===== src/rtl/regfile_context_engine_pkg.sv =====
// Shared definitions for the register-file context save/restore sequencer.
// State encoding and register-file addressing constants.
package regfile_context_engine_pkg;

  localparam int RA_W = 5;
  localparam logic [RA_W-1:0] ZERO_REG = 5'd31;
  localparam int REG_BYTES_LOG2 = 3;

  typedef enum logic [2:0] {
    ST_IDLE,
    ST_SAVE,
    ST_RD_REQ,
    ST_RD_WB,
    ST_DONE
  } state_t;

endpackage


===== src/rtl/regfile_context_engine.sv =====
// Streams R0..LAST_REG between the register file and a memory-style bus.
// Save reads the register file into memory; restore reloads it from memory.
//
// state  | meaning
// IDLE   | waiting for start; samples mode and base_addr
// SAVE   | write R[idx] to base+8*idx, held until mem_ready
// RD_REQ | read base+8*idx, held until mem_ready; capture data into rf_d
// RD_WB  | one-cycle register-file write of rf_d into R[idx]
// DONE   | one-cycle completion pulse, still busy
module regfile_context_engine
  import regfile_context_engine_pkg::*;
#(
  parameter int N        = 64,
  parameter int AW       = 64,
  parameter int LAST_REG = 30
) (
  input  logic            clock,
  input  logic            reset,
  input  logic            start,
  input  logic            mode,
  input  logic [AW-1:0]   base_addr,
  output logic            busy,
  output logic            done,
  output logic [RA_W-1:0] rf_sa,
  input  logic [N-1:0]    rf_a,
  output logic [RA_W-1:0] rf_da,
  output logic [N-1:0]    rf_d,
  output logic            rf_write,
  output logic [AW-1:0]   mem_addr,
  output logic [N-1:0]    mem_wdata,
  output logic            mem_wr,
  output logic            mem_rd,
  input  logic [N-1:0]    mem_rdata,
  input  logic            mem_ready
);

  state_t          state_q, state_d;
  logic [RA_W-1:0] idx_q, idx_d;
  logic [AW-1:0]   base_q, base_d;
  logic [N-1:0]    rf_d_q, rf_d_d;
  logic            last_idx;
  logic [AW-1:0]   xfer_addr;

  assign last_idx  = (idx_q == RA_W'(LAST_REG));
  // Natural AW-bit addition gives the silent mod 2^AW wrap.
  assign xfer_addr = base_q + (AW'(idx_q) << REG_BYTES_LOG2);
  assign rf_d      = rf_d_q;
  assign busy      = (state_q != ST_IDLE);

  always_comb begin
    state_d   = state_q;
    idx_d     = idx_q;
    base_d    = base_q;
    rf_d_d    = rf_d_q;
    done      = 1'b0;
    rf_sa     = '0;
    rf_da     = ZERO_REG;
    rf_write  = 1'b0;
    mem_addr  = '0;
    mem_wdata = '0;
    mem_wr    = 1'b0;
    mem_rd    = 1'b0;
    unique case (state_q)
      ST_IDLE: begin
        if (start) begin
          base_d  = base_addr;
          idx_d   = '0;
          state_d = mode ? ST_RD_REQ : ST_SAVE;
        end
      end
      ST_SAVE: begin
        rf_sa     = idx_q;
        mem_wr    = 1'b1;
        mem_wdata = rf_a;
        mem_addr  = xfer_addr;
        if (mem_ready) begin
          if (last_idx) state_d = ST_DONE;
          else          idx_d   = idx_q + 1'b1;
        end
      end
      ST_RD_REQ: begin
        mem_rd   = 1'b1;
        mem_addr = xfer_addr;
        if (mem_ready) begin
          rf_d_d  = mem_rdata;
          state_d = ST_RD_WB;
        end
      end
      ST_RD_WB: begin
        rf_write = 1'b1;
        rf_da    = idx_q;
        if (last_idx) begin
          state_d = ST_DONE;
        end else begin
          idx_d   = idx_q + 1'b1;
          state_d = ST_RD_REQ;
        end
      end
      ST_DONE: begin
        done    = 1'b1;
        state_d = ST_IDLE;
      end
      default: state_d = ST_IDLE;
    endcase
  end

  always_ff @(posedge clock or negedge reset) begin
    if (!reset) begin
      state_q <= ST_IDLE;
      idx_q   <= '0;
      base_q  <= '0;
      rf_d_q  <= '0;
    end else begin
      state_q <= state_d;
      idx_q   <= idx_d;
      base_q  <= base_d;
      rf_d_q  <= rf_d_d;
    end
  end

endmodule


===== config.mk =====
export PLATFORM = sky130hd
export DESIGN_NAME = regfile_context_engine
export DESIGN_NICKNAME = d
export VERILOG_FILES = /design/src/rtl/regfile_context_engine_pkg.sv /design/src/rtl/regfile_context_engine.sv
export SDC_FILE = /design/constraint.sdc
export NUM_CORES = 1
export LEC_CHECK = 0
export ABC_CLOCK_PERIOD_IN_PS = 6100
export CELL_PAD_IN_SITES_DETAIL_PLACEMENT = 1
export CELL_PAD_IN_SITES_GLOBAL_PLACEMENT = 1
export CORE_UTILIZATION = 31
export CTS_CLUSTER_SIZE = 8
export DETAILED_ROUTE_END_ITERATION = 8
export PLACE_DENSITY_LB_ADDON = 0.1
export SYNTH_ARGS = -nofsm -noshare
export SYNTH_HDL_FRONTEND = slang
export SYNTH_SLANG_ARGS = --single-unit
export TNS_END_PERCENT = 30

===== constraint.sdc =====
create_clock -name clock -period 6.1 [get_ports clock]
set_clock_uncertainty 0.1 [all_clocks]
set_input_delay 1.22 -clock clock [delete_from_list [all_inputs] [get_ports clock]]
set_output_delay 1.22 -clock clock [all_outputs]
set_load 0.02 [all_outputs]

Word-level counts from Yosys, hierarchy flattened
Index checks and enable logic that the tools add are counted.
W data, S select, Z words.
{"block": "op_classes", "n_addsub": 2, "n_mul": 0, "n_div": 0, "magnitude_cmp": 0, "n_eq_ne": 9, "shift": 0, "n_mux": 19, "n_bitwise": 0, "n_reduce_logical": 8}
{"operator": "$mux W64", "n": 2}
{"operator": "$add A64 B8 Y64", "n": 1}
{"operator": "$mux W5", "n": 5}
{"operator": "$mux W3", "n": 5}
{"operator": "$pmux W5 S3", "n": 1}
{"operator": "$pmux W3 S4", "n": 1}
{"operator": "$ne A2 B2 Y1 const B", "n": 4}
{"operator": "$eq A3 B2 Y1 const B", "n": 2}
{"operator": "$reduce_bool A3 Y1", "n": 2}
{"operator": "$add A5 B1 Y5 const B", "n": 1}
{"operator": "$eq A5 B5 Y1 const B", "n": 1}
{"operator": "$mux W1", "n": 4}
{"operator": "$reduce_and A2 Y1", "n": 2}
{"operator": "$reduce_and A4 Y1", "n": 1}
{"operator": "$eq A3 B1 Y1 const B", "n": 1}
{"operator": "$eq A3 B3 Y1 const B", "n": 1}
{"operator": "$logic_not A3 Y1", "n": 1}
{"operator": "$reduce_and A3 Y1", "n": 1}
{"operator": "$mux W2", "n": 1}
{"operator": "$reduce_or A2 Y1", "n": 1}
{"block": "word_totals", "regBits": 136, "latchBits": 0, "ramBits": 0, "rom_bits": 0, "in_bits": 197, "mem_count": 0}

Longest topological paths before layout
Gate-level depths: netlist of run 1.
{"block": "logic_depth", "word_depth": 4, "mapped_depth": 10, "ltp_nobuf": 8}

Least setup slack after synthesis of run 1
Ideal clock, no wire load.
{"block": "synth_path", "kind": "flip-flop to output port", "from": "reg idx_q[0]", "to": "out mem_addr[23]", "arrival_time_ps": 2541, "required_time_ps": 4780, "path_slack_ps": 2239, "path_stages_with_launch": 11, "path_buffers": 2, "path_cell_list": "dfrtp_1 ha_1 inv_1 fa_1 nor2b_1 o31a_1 buf_2 o2111ai_1 clkbuf_1 or3_1 a21oi_1"}
{"block": "synth_between", "elab_chain_len": 2}
{"element": "start, declared", "line_no": "regfile_context_engine.sv:38", "source": "logic [RA_W-1:0] idx_q, idx_d;"}
{"element": "start signal, assigned", "line_no": "regfile_context_engine.sv:115", "source": "idx_q <= idx_d;"}
{"element": "$add A64 B8 Y64", "line_no": "regfile_context_engine.sv:46", "source": "assign xfer_addr = base_q + (AW'(idx_q) << REG_BYTES_LOG2);"}
{"element": "$mux W64", "line_no": "regfile_context_engine.sv:63", "source": "unique case (state_q)"}
{"element": "end, declared", "line_no": "regfile_context_engine.sv:29", "source": "output logic [AW-1:0] mem_addr,"}
No other way between the ends.

Worst setup path after layout of run 1
{"block": "layout_path", "from": "reg idx_q[1]", "to": "out mem_addr[39]"}
The elaborated chain is that of the path after synthesis.

==> out/qor.yml, run 1 <==
status:
  outcome: "completed"
detailed_routing:
  route.vias.total: 7083
  wl_um: 28180
  drc: 0
  viasPerCell: 4.898
  first_pass_iters: 4
  ant_nets: 0
  drt_iter0_markers: 217
  wl_per_cell_um: 19.49
critical_path:
  reg2reg_slack_ps: 2780
  crit_type: "register to output pin"
  critPathCaptureType: "output pin"
  cp.arrival_ps: 3780
  cp_slowest_cell: "clkdlybuf4s50_1"
  rr_endpoint: "rf_d[3]$_DFFE_PN0P_"
  crit_path_max_fanout: 12
  required_ps: 4780
  reg2reg_depth: 4
  slowest_delay_ps: 630
  path_delay_family: "buffers and inverters"
  path_cells: "inv_1, fa_1, nor2b_1, o31a_1, buf_4, o2111ai_1, or3_1, a21oi_1, clkdlybuf4s50_1"
  start_kind: "register"
  r2r-start: "state_q[1]$_DFFE_PN0P_"
  critPathBufInv: 3
placement:
  dpl.cell_count: 1413
  hpwl_um: 21170
  placed_area_um2: 11850
  port_buffers: 403
  place.gp.congestion: 0.7811
die:
  core_area_um2: 23610
  row_count: 56
  die_y_um: 157.8
  io_pins: 404
  die_area_um2: 24910
  die_x_um: 157.8
  initial_utilization_pct: 31.88
power_and_ir_drop:
  ir_drop_mv: 0.2573
  leakage_nw: 4.755
  p_per_area_nw_per_um2: 507.1
  p_total_mw: 6.295
logic_synthesis:
  dominantRegCellSynth: "dfrtp_1"
  synth_edf_count: 0
  avgSynthCellArea_um2: 10.37
  synth_top_area_share_pct: 45.21
  synth_top_area_cell: "dfrtp_1"
  async_flop_share_pct: 100.0
  ys.warnings.count: 0
  ys_ff_latch: 136
  syn-num-nets: 931
  synthTopCellsByArea: "dfrtp_1 (45%), mux2_2 (18%), and2_1 (5.8%)"
  yosysSeqAreaShare_pct: 45.21
  synth_area_um2: 7527
  synth_most_common_cell: "dfrtp_1"
  synthDistinctLibCells: 50
  yosys-top-cells-count: "dfrtp_1 (136), mux2_2 (120), and2_1 (70)"
  synthCells: 726
final_layout:
  drive_gt1_share_pct: 16.07
  syn2layout_area_growth_pct: 64.93
  fillers: 2645
  layoutNonFillerInstCount: 1446
  finalInstanceArea_um2: 12410
  nets: 1318
global_routing:
  antenna_found_initial: 1
  grt_pass1_vias: 7380
  grt_usage_pct: 22.20
  grt_pass1_wl_um: 41890
  grt_max_degree: 89
  overflow: 0
sta:
  worst_slew_pin_slew_ps: 1040
  finalSetupTns_ps: 0
  hold_ws_ps: 400.0
  setup_viol: 0
  final-max-slew-violation-count: 0
  slew_headroom_pct: 30.61
  fmax_ghz: 0.1961
  min_period_ps: 5099
  fin_crit_sh_pct: 83.59
  hold_viol_final: 0
  rsz0062_at_grt: "false"
clocking:
  post_cts_buffers: 0
  cts_resized: 0
  cts_tree: "done"
  hold_buffers: 0
  cts_max_level: 4
  cts_buffers: 17
  cts_buffer_depth: 2
  clk_pin_slew_ps: 70
  cts.sinks: 136
  cts_root_buffer: "clkbuf_16"
  clock_latency_ps: 430
worst_hold_path:
  hp-start: "base_q[1]$_DFFE_PN0P_"
  hold_path_class: "register to register"
  min_delay_worst_endpoint: "base_q[1]$_DFFE_PN0P_"
  whs_path_depth: 1
run:
  cap_violations: 0
## state kept, by name, indices dropped and copies added, names as in the netlist
signal   flops
base_q      64
idx_q        5
rf_d        64
state_q      3
## layer usage
| metal | part of all wire (%) | global-route usage, % |
|---|---|---|
| met1 | 41 | 26.52 |
| met2 | 50 | 37.55 |
| met3 | 8.5 | 8.295 |
| met4 | 0.89 | 5.178 |
| met5 | 0 | 0 |
## where the power goes
part | switching, mW | internal, mW | leakage (nW)
clock | 0.463 | 0.539 | 0.267
combinational | 1.79 | 1.74 | 2.86
sequential | 0.409 | 1.35 | 1.63
total | 2.66 | 3.63 | 4.75
## cells by family after synthesis
family	after synthesis	share of synthesized area, %
flip-flops	136	45.21
AND/OR/NAND/NOR	260	19.98
AO/OA/AOI/OAI	122	9.708
multiplexers	120	17.95
adder cells (fa/ha/maj)	8	1.429
buffers and inverters	60	3.391
XOR/XNOR	20	2.327
## per-stage QoR
| stage | worst slack (ps) | util, % |
|---|---|---|
| 2_1_floorplan | 2239 | - |
| 3_3_place_gp | 1496 | 50.20 |
| 3_5_place_dp | 1441 | 50.20 |
| 4_1_cts | 972.6 | 52.56 |
| 5_1_grt | 778.8 | 52.58 |
| 6_report | 1001 | 52.58 |
## how the worst max path moves through the flow
| stage | startpoint | to | slack (ps) | cells past startpoint |
|---|---|---|---|---|
| global placement | idx_q[0]$_DFFE_PN0P_ | mem_addr[47] | 1500 | 10 |
| detailed placement | idx_q[0]$_DFFE_PN0P_ | mem_addr[39] | 1440 | 10 |
| finish | idx_q[1]$_DFFE_PN0P_ | mem_addr[39] | 1000 | 9 |
| floorplan | idx_q[0]$_DFFE_PN0P_ | mem_addr[23] | 2240 | 10 |
| global route | idx_q[1]$_DFFE_PN0P_ | mem_addr[39] | 780 | 9 |
| CTS | idx_q[0]$_DFFE_PN0P_ | mem_addr[39] | 970 | 10 |
## cell usage in the layout, fill, tap and decap left out, types with 17 or more instances in the layout
cell and n:
a21oi_1 45, and2_1 69, clkbuf_16 17, clkdlybuf4s50_1 402, dfrtp_1 136, inv_1 17
mux2_2 120, nand2_1 35, nand3_1 19, nor2_1 38, o21ai_0 36, or3_1 24
## layout make-up
type / instances / area (µm²) / share of cell area (%)
Clock inverter: 14 / 128.9 / 1.038
Timing Repair Buffer: 411 / 4095 / 32.99
Sequential cell: 136 / 3403 / 27.41
Multi-Input combinational cell: 530 / 3892 / 31.35
Antenna cell: 1 / 2.502 / 0.02016
Tap cell: 319 / 399.1 / 3.215
Clock buffer: 18 / 429.2 / 3.457
Inverter: 17 / 63.81 / 0.5140
Note: power is estimated with default switching activity, not from simulation.
==> inputs of run 2 (changes only) <==
Settings changed: ABC_CLOCK_PERIOD_IN_PS 6100 to 4600, CORE_UTILIZATION 31 to 26.
Clock period 6.1 ns to 4.6 ns, I/O delays scaled along.
==> out/qor.yml, run 2 (synthesis gave the netlist of run 1 again) <==
critical_path:
  r2r-start: "state_q[1]$_DFFE_PN0P_"  # unchanged
  critPathBufInv: 2  # was 3
  path_cells: "ha_1, nand3_1, nor2_2, o2111ai_1, buf_4, or4_1, a21oi_1, clkdlybuf4s50_1"  # was inv_1, fa_1, nor2b_1, o31a_1, buf_4, o2111ai_1, or3_1, a21oi_1, clkdlybuf4s50_1
  start_kind: "register"  # unchanged
  worstSetupStartpoint: "idx_q[3]$_DFFE_PN0P_"  # was idx_q[1]$_DFFE_PN0P_
  reg2reg_slack_ps: 2050  # was 2780 ps
  crit_type: "register to output pin"  # unchanged
  critPathCaptureType: "output pin"  # unchanged
  crit_path_max_fanout: 20  # was 12
  reg2reg_depth: 5  # was 4
  slowest_delay_ps: 640  # was 630 ps
  cp.arrival_ps: 3330  # was 3780 ps
  path_delay_family: "buffers and inverters"  # unchanged
  cp_slowest_cell: "clkdlybuf4s50_1"  # unchanged
  rr_endpoint: "rf_d[7]$_DFFE_PN0P_"  # was rf_d[3]$_DFFE_PN0P_
  required_ps: 3580  # was 4780 ps
detailed_routing:
  wl_um: 29390  # was 28180 µm
  ant_nets: 0  # unchanged
  drc: 0  # unchanged
  route.vias.total: 6995  # was 7083
  viasPerCell: 4.632  # was 4.898
  drt_iter0_markers: 320  # was 217
  wl_per_cell_um: 19.46  # was 19.49 µm
  first_pass_iters: 4  # unchanged
final_layout:
  mostFrequentLayoutCells: "clkdlybuf4s50_1 (388), dfrtp_1 (135), mux2_2 (120), and2_1 (69), a21oi_1 (45)"  # was clkdlybuf4s50_1 (402), dfrtp_1 (136), mux2_2 (120), and2_1 (69), a21oi_1 (45)
  syn2layout_area_growth_pct: 67.99  # was 64.93%
  finalCoreUtilization_pct: 44.90  # was 52.58%
  nets: 1324  # was 1318
  layoutNonFillerInstCount: 1510  # was 1446
  finalInstanceArea_um2: 12640  # was 12410 µm²
  drive_gt1_share_pct: 16.87  # was 16.07%
  n_antenna_cell: 0  # was 1
  final_common_cell: "clkdlybuf4s50_1"  # unchanged
sta:
  setup_slack_ps: 251.1  # was 1001 ps
  fin_crit_sh_pct: 94.54
  fmax_ghz: 0.2299
  hold_ws_ps: 397.9  # was 400.0 ps
  rsz0062_at_grt: "false"  # unchanged
  hold_viol_final: 0  # unchanged
  setup_viol: 0  # unchanged
  worst_slew_pin_slew_ps: 878.2  # was 1040 ps
  final-max-slew-violation-count: 0  # unchanged
  min_period_ps: 4349
  finalSetupTns_ps: 0  # unchanged
  slew_headroom_pct: 41.45  # was 30.61%
clocking:
  cts_resized: 1  # was 0
  post_cts_buffers: 0  # unchanged
  cts_buffer_depth: 2  # unchanged
  cts.sinks: 136  # unchanged
  cts_buffers: 17  # unchanged
  cts_tree: "done"  # unchanged
  cts_root_buffer: "clkbuf_16"  # unchanged
  clock_latency_ps: 430  # about the same
  cts_max_level: 4  # unchanged
  clk_pin_slew_ps: 60  # was 70 ps
  hold_buffers: 0  # unchanged
global_routing:
  grt_usage_pct: 19.63  # was 22.20%
  grt_pass1_vias: 7212  # was 7380
  antenna_found_initial: 1  # unchanged
  grt_pass1_wl_um: 43300  # was 41890 µm
  grt_max_degree: 85  # was 89
  overflow: 0  # unchanged
die:
  die_y_um: 172.2  # was 157.8 µm
  die_x_um: 172.2  # was 157.8 µm
  initial_utilization_pct: 26.73  # was 31.88%
  io_pins: 404  # unchanged
  row_count: 61  # was 56
  core_area_um2: 28160  # was 23610 µm²
  die_area_um2: 29640  # was 24910 µm²
power_and_ir_drop:
  leakage_nw: 5.031  # was 4.755 nW
  p_total_mw: 8.437  # was 6.295 mW
  p_per_area_nw_per_um2: 667.3  # was 507.1 nW/µm²
  ir_drop_mv: 0.3195  # was 0.2573 mV
run:
  cap_violations: 0  # unchanged
placement:
  place.gp.congestion: 0.7761  # was 0.7811
  hpwl_um: 22140  # was 21170 µm
  port_buffers: 403  # unchanged
  dpl_worst_slack_ps: 356.2  # was 1441 ps
  dpl.cell_count: 1478  # was 1413
  placed_area_um2: 12010  # was 11850 µm²
status:
  outcome: "completed"  # unchanged
worst_hold_path:
  whs_path_depth: 1  # unchanged
  hold_path_class: "register to register"  # unchanged
  min_delay_worst_endpoint: "base_q[1]$_DFFE_PN0P_"  # unchanged
  hp-start: "base_q[1]$_DFFE_PN0P_"  # unchanged
run 2: how the worst max path moves through the flow:
stage	to	slack [ps]	cells past startpoint
2_1_floorplan	mem_addr[23]	1040	10
3_3_place_gp	mem_addr[29]	400	8
3_5_place_dp	mem_addr[29]	360	8
4_1_cts	mem_addr[47]	30	11
5_1_grt	mem_addr[63]	6	10
6_report	mem_addr[62]	250	8
run 2: worst reg2reg max path: cells and delay by family, from the launching register on:
family / cells / cell delay, ps
mux: 1 / 530
simple gates: 2 / 390
flops: 1 / 610
buf+inv: 2 / 810
run 2: report_power, final:
part           switching [mW]  leakage, nW  total [mW]  internal (mW)
clock network           0.615        0.290        1.40          0.784
logic                    2.39         3.11        4.72           2.33
registers               0.530         1.63        2.32           1.79
run 2: cell type report:
class                           count  area [µm²]
Clock buffer                       18       439.2
Clock inverter                     14       152.6
Fill cell                        3082       15520
Inverter                           17       63.81
Multi-Input combinational cell    530        3899
Sequential cell                   136        3405
Tap cell                          378       473.0
Timing Repair Buffer              417        4213
run 2: metal layers:
layer,share of wire [%],global-route usage (%)
met3,7.5,6.981
met4,0.75,3.809
met5,0,0
met2,48,31.59
met1,44,25.31
==> RTL change: new RTL, flow settings as in run 2 <==
Compare `idx_q` against `RA_W'(LAST_REG)` with >= in place of ==.
--- a/src/rtl/regfile_context_engine.sv
+++ b/src/rtl/regfile_context_engine.sv
@@ -42,5 +42,5 @@
   logic [AW-1:0]   xfer_addr;
 
-  assign last_idx  = (idx_q == RA_W'(LAST_REG));
+  assign last_idx  = (idx_q >= RA_W'(LAST_REG));
   // Natural AW-bit addition gives the silent mod 2^AW wrap.
   assign xfer_addr = base_q + (AW'(idx_q) << REG_BYTES_LOG2);
Function: no difference found for any inputs over 4 cycles, from zero or initial values and one cycle with reset low; that may be too few to reach the edited logic, so the function may still have changed.
==> RTL change against run 2 <==
  * Total power up 1.7%
  * Global-route usage down 0.071 points
  * Routed wire length down 2.0%
  * Synthesized area about the same
  * Register-to-register slack better by 180 ps
  * Highest routed layer unchanged
  * Final area up 0.12%
  * Sequential cell count unchanged
  * First-iteration DRC count down 20%
  * Worst setup slack worse by 120 ps
==> RTL change: results (changes against run 2) <==
The leakage dissipation came out at 4.894 nW (-2.7%). The CTS H-tree depth was 4 (unchanged). The stage delay of the slowest cell on the critical path came out at 670 ps (+30 ps). The final instance count without filler cells came out at 1509 (-0.066%). The slowest stage of the critical path belongs to the cell clkdlybuf4s50_1. Yosys attributes the largest share of cell area to dfrtp_1 (45%), mux2_2 (18%), and2_1 (6.1%). The synthesized area divided by synthesized cell count is 10.44 µm² (+0.73%).

The mean routed wirelength per cell came out at 19.08 µm (-1.9%). The global placer's final weighted congestion is 0.7852 (+1.2%). The master cell of the clock root buffer is clkbuf_16.

The count of fill cells added during filler insertion was 3103 (+0.68%). The maximum number of pins on one net before global-route repair was 86 (+1.2%). The number of buffers created by CTS was 17 (unchanged). The via-per-instance ratio is 4.748 (+2.5%). The number of antenna violations at the first check in global routing is 1 (unchanged). In this run the worst hold path is classified as register to register. The final instance area came out at 0.01266 mm² (+0.12%). The net count of the finished layout was 1322 (-0.15%). At the later pin of the worst-skew pair, clock insertion delay measures 420 ps. Grouping stages by cell kind, the critical path spends the most delay in buffers and inverters. The post-place instance area came out at 0.01205 mm² (+0.29%). The portion of the post-synthesis area used by sequential elements came out at 0.4526 (about the same).

The distinct cell type count after synthesis is 48 (-4.0%). The fraction of final layout cells with drive strength greater than 1 is 0.1655 (-0.003241). Ranked by instance count, the synthesized netlist is headed by dfrtp_1 (136), mux2_2 (121), and2_1 (73).

The HPWL after detailed placement is 21.20 mm (-4.2%). The highest ir drop seen on vdd is 327.7 µV (+2.6%). The largest fanout of any net on the critical path is 9 (-55%). The wire length of the first global-routing pass is 43.94 mm (+1.5%). The number of port buffers came out at 403 (unchanged). The violation count after the first detailed-route iteration came out at 255 (-20%).

The overall track demand over capacity in global routing came to 0.1956 (-0.0007113). The via count of the first global-routing pass came out at 7596 (+5.3%). The arrival time of data at the critical path endpoint was 3440 ps (+110 ps). The flow ran to the end, and the final reports show no timing, DRC or antenna violations.

The yosys synthesis warning count came out at 0 (unchanged). The normalized max-slew margin came to 0.3295 (-0.08504). The first-pass detailed-route iteration total is 4 (unchanged).

The total nets after synthesis is 925 (-0.64%). The fraction of registers with async set/reset is 1.000 (unchanged). The main flop type after synthesis is dfrtp_1.

The clock transition time at the flip-flop clock pins of the worst setup and hold paths is 60 ps (about the same). The number of buffers on the longest clock path came to 2 (unchanged).
## RTL change: changes by cell type in the layout (fill, tap and decap cells not counted), sizes merged, moves of 5 or more
cell and change:
o21a +7, o31ai -5, a2111oi +5, dlymetal6s2s -10
o21ai -7, o211ai +5, or2 -5, dlygate4sd2 +5
a21oi -12, and4 +5, nor2b -6, or4 -5
xor2 +9
## RTL change: kinds of logic (layout without fill, tap and decap cells)
group,after synthesis,after routing,share of synthesized area
buffers and inverters,57,467,0.02945
AO/OA/AOI/OAI,117,117,0.09950
multiplexers,121,121,0.1812
XOR/XNOR,29,29,0.03378
flip-flops,136,136,0.4526
other,0,1,0
adder cells (fa/ha/maj),8,8,0.01431
AND/OR/NAND/NOR,252,252,0.1892
## RTL change: metrics by stage
step           hold WS, ps  power (mW)  setup WS (ps)
2_1_floorplan        372.1       4.848          814.9
3_3_place_gp         379.5       7.211          359.4
3_5_place_dp         388.8       7.268          292.5
4_1_cts              404.4       8.722          1.454
5_1_grt              421.3       9.128         -101.4
6_report             402.6       8.577          135.3
## RTL change: worst paths after layout
check	start	to	slack (ps)	cells past startpoint
worst max-delay path	idx_q[0]	mem_addr[31]	140	10
worst min-delay path	base_q[0]	base_q[0]	400	1
worst max register to register	state_q[2]	base_q[43]	2230	3
worst min register to register	base_q[0]	base_q[0]	400	1
max in group asynchronous	reset	rf_d[52]	3110	2
min in group asynchronous	reset	base_q[46]	450	1
## RTL change: power by group
part | total [mW] | switching, mW | internal [mW]
clock network | 1.41 | 0.620 | 0.789
registers | 2.34 | 0.550 | 1.79
logic | 4.83 | 2.44 | 2.38
## RTL change: repair_timing
item	CTS	global route
gates resized for setup	7	12
gates cloned	0	0
buffers inserted	0	0
setup endpoints to repair	9	14
## RTL change: cell type report
class | instances | share of cell area
diodes | 1 | 0.0001977
clock buffers | 19 | 0.03578
clock inverters | 13 | 0.01058
inverters | 16 | 0.004744
multi-input cells | 527 | 0.3120
flip-flops and latches | 136 | 0.2688
well taps | 378 | 0.03736
repair buffers | 419 | 0.3305
## RTL change: layer usage
layer | track usage | up-vias | wire [µm]
li1 | - | 3376 | -
met1 | 0.2278 | 3526 | 11840
met2 | 0.3347 | 237 | 13990
met3 | 0.07141 | 25 | 2508
met4 | 0.05618 | 0 | 455
met5 | 0 | - | 0
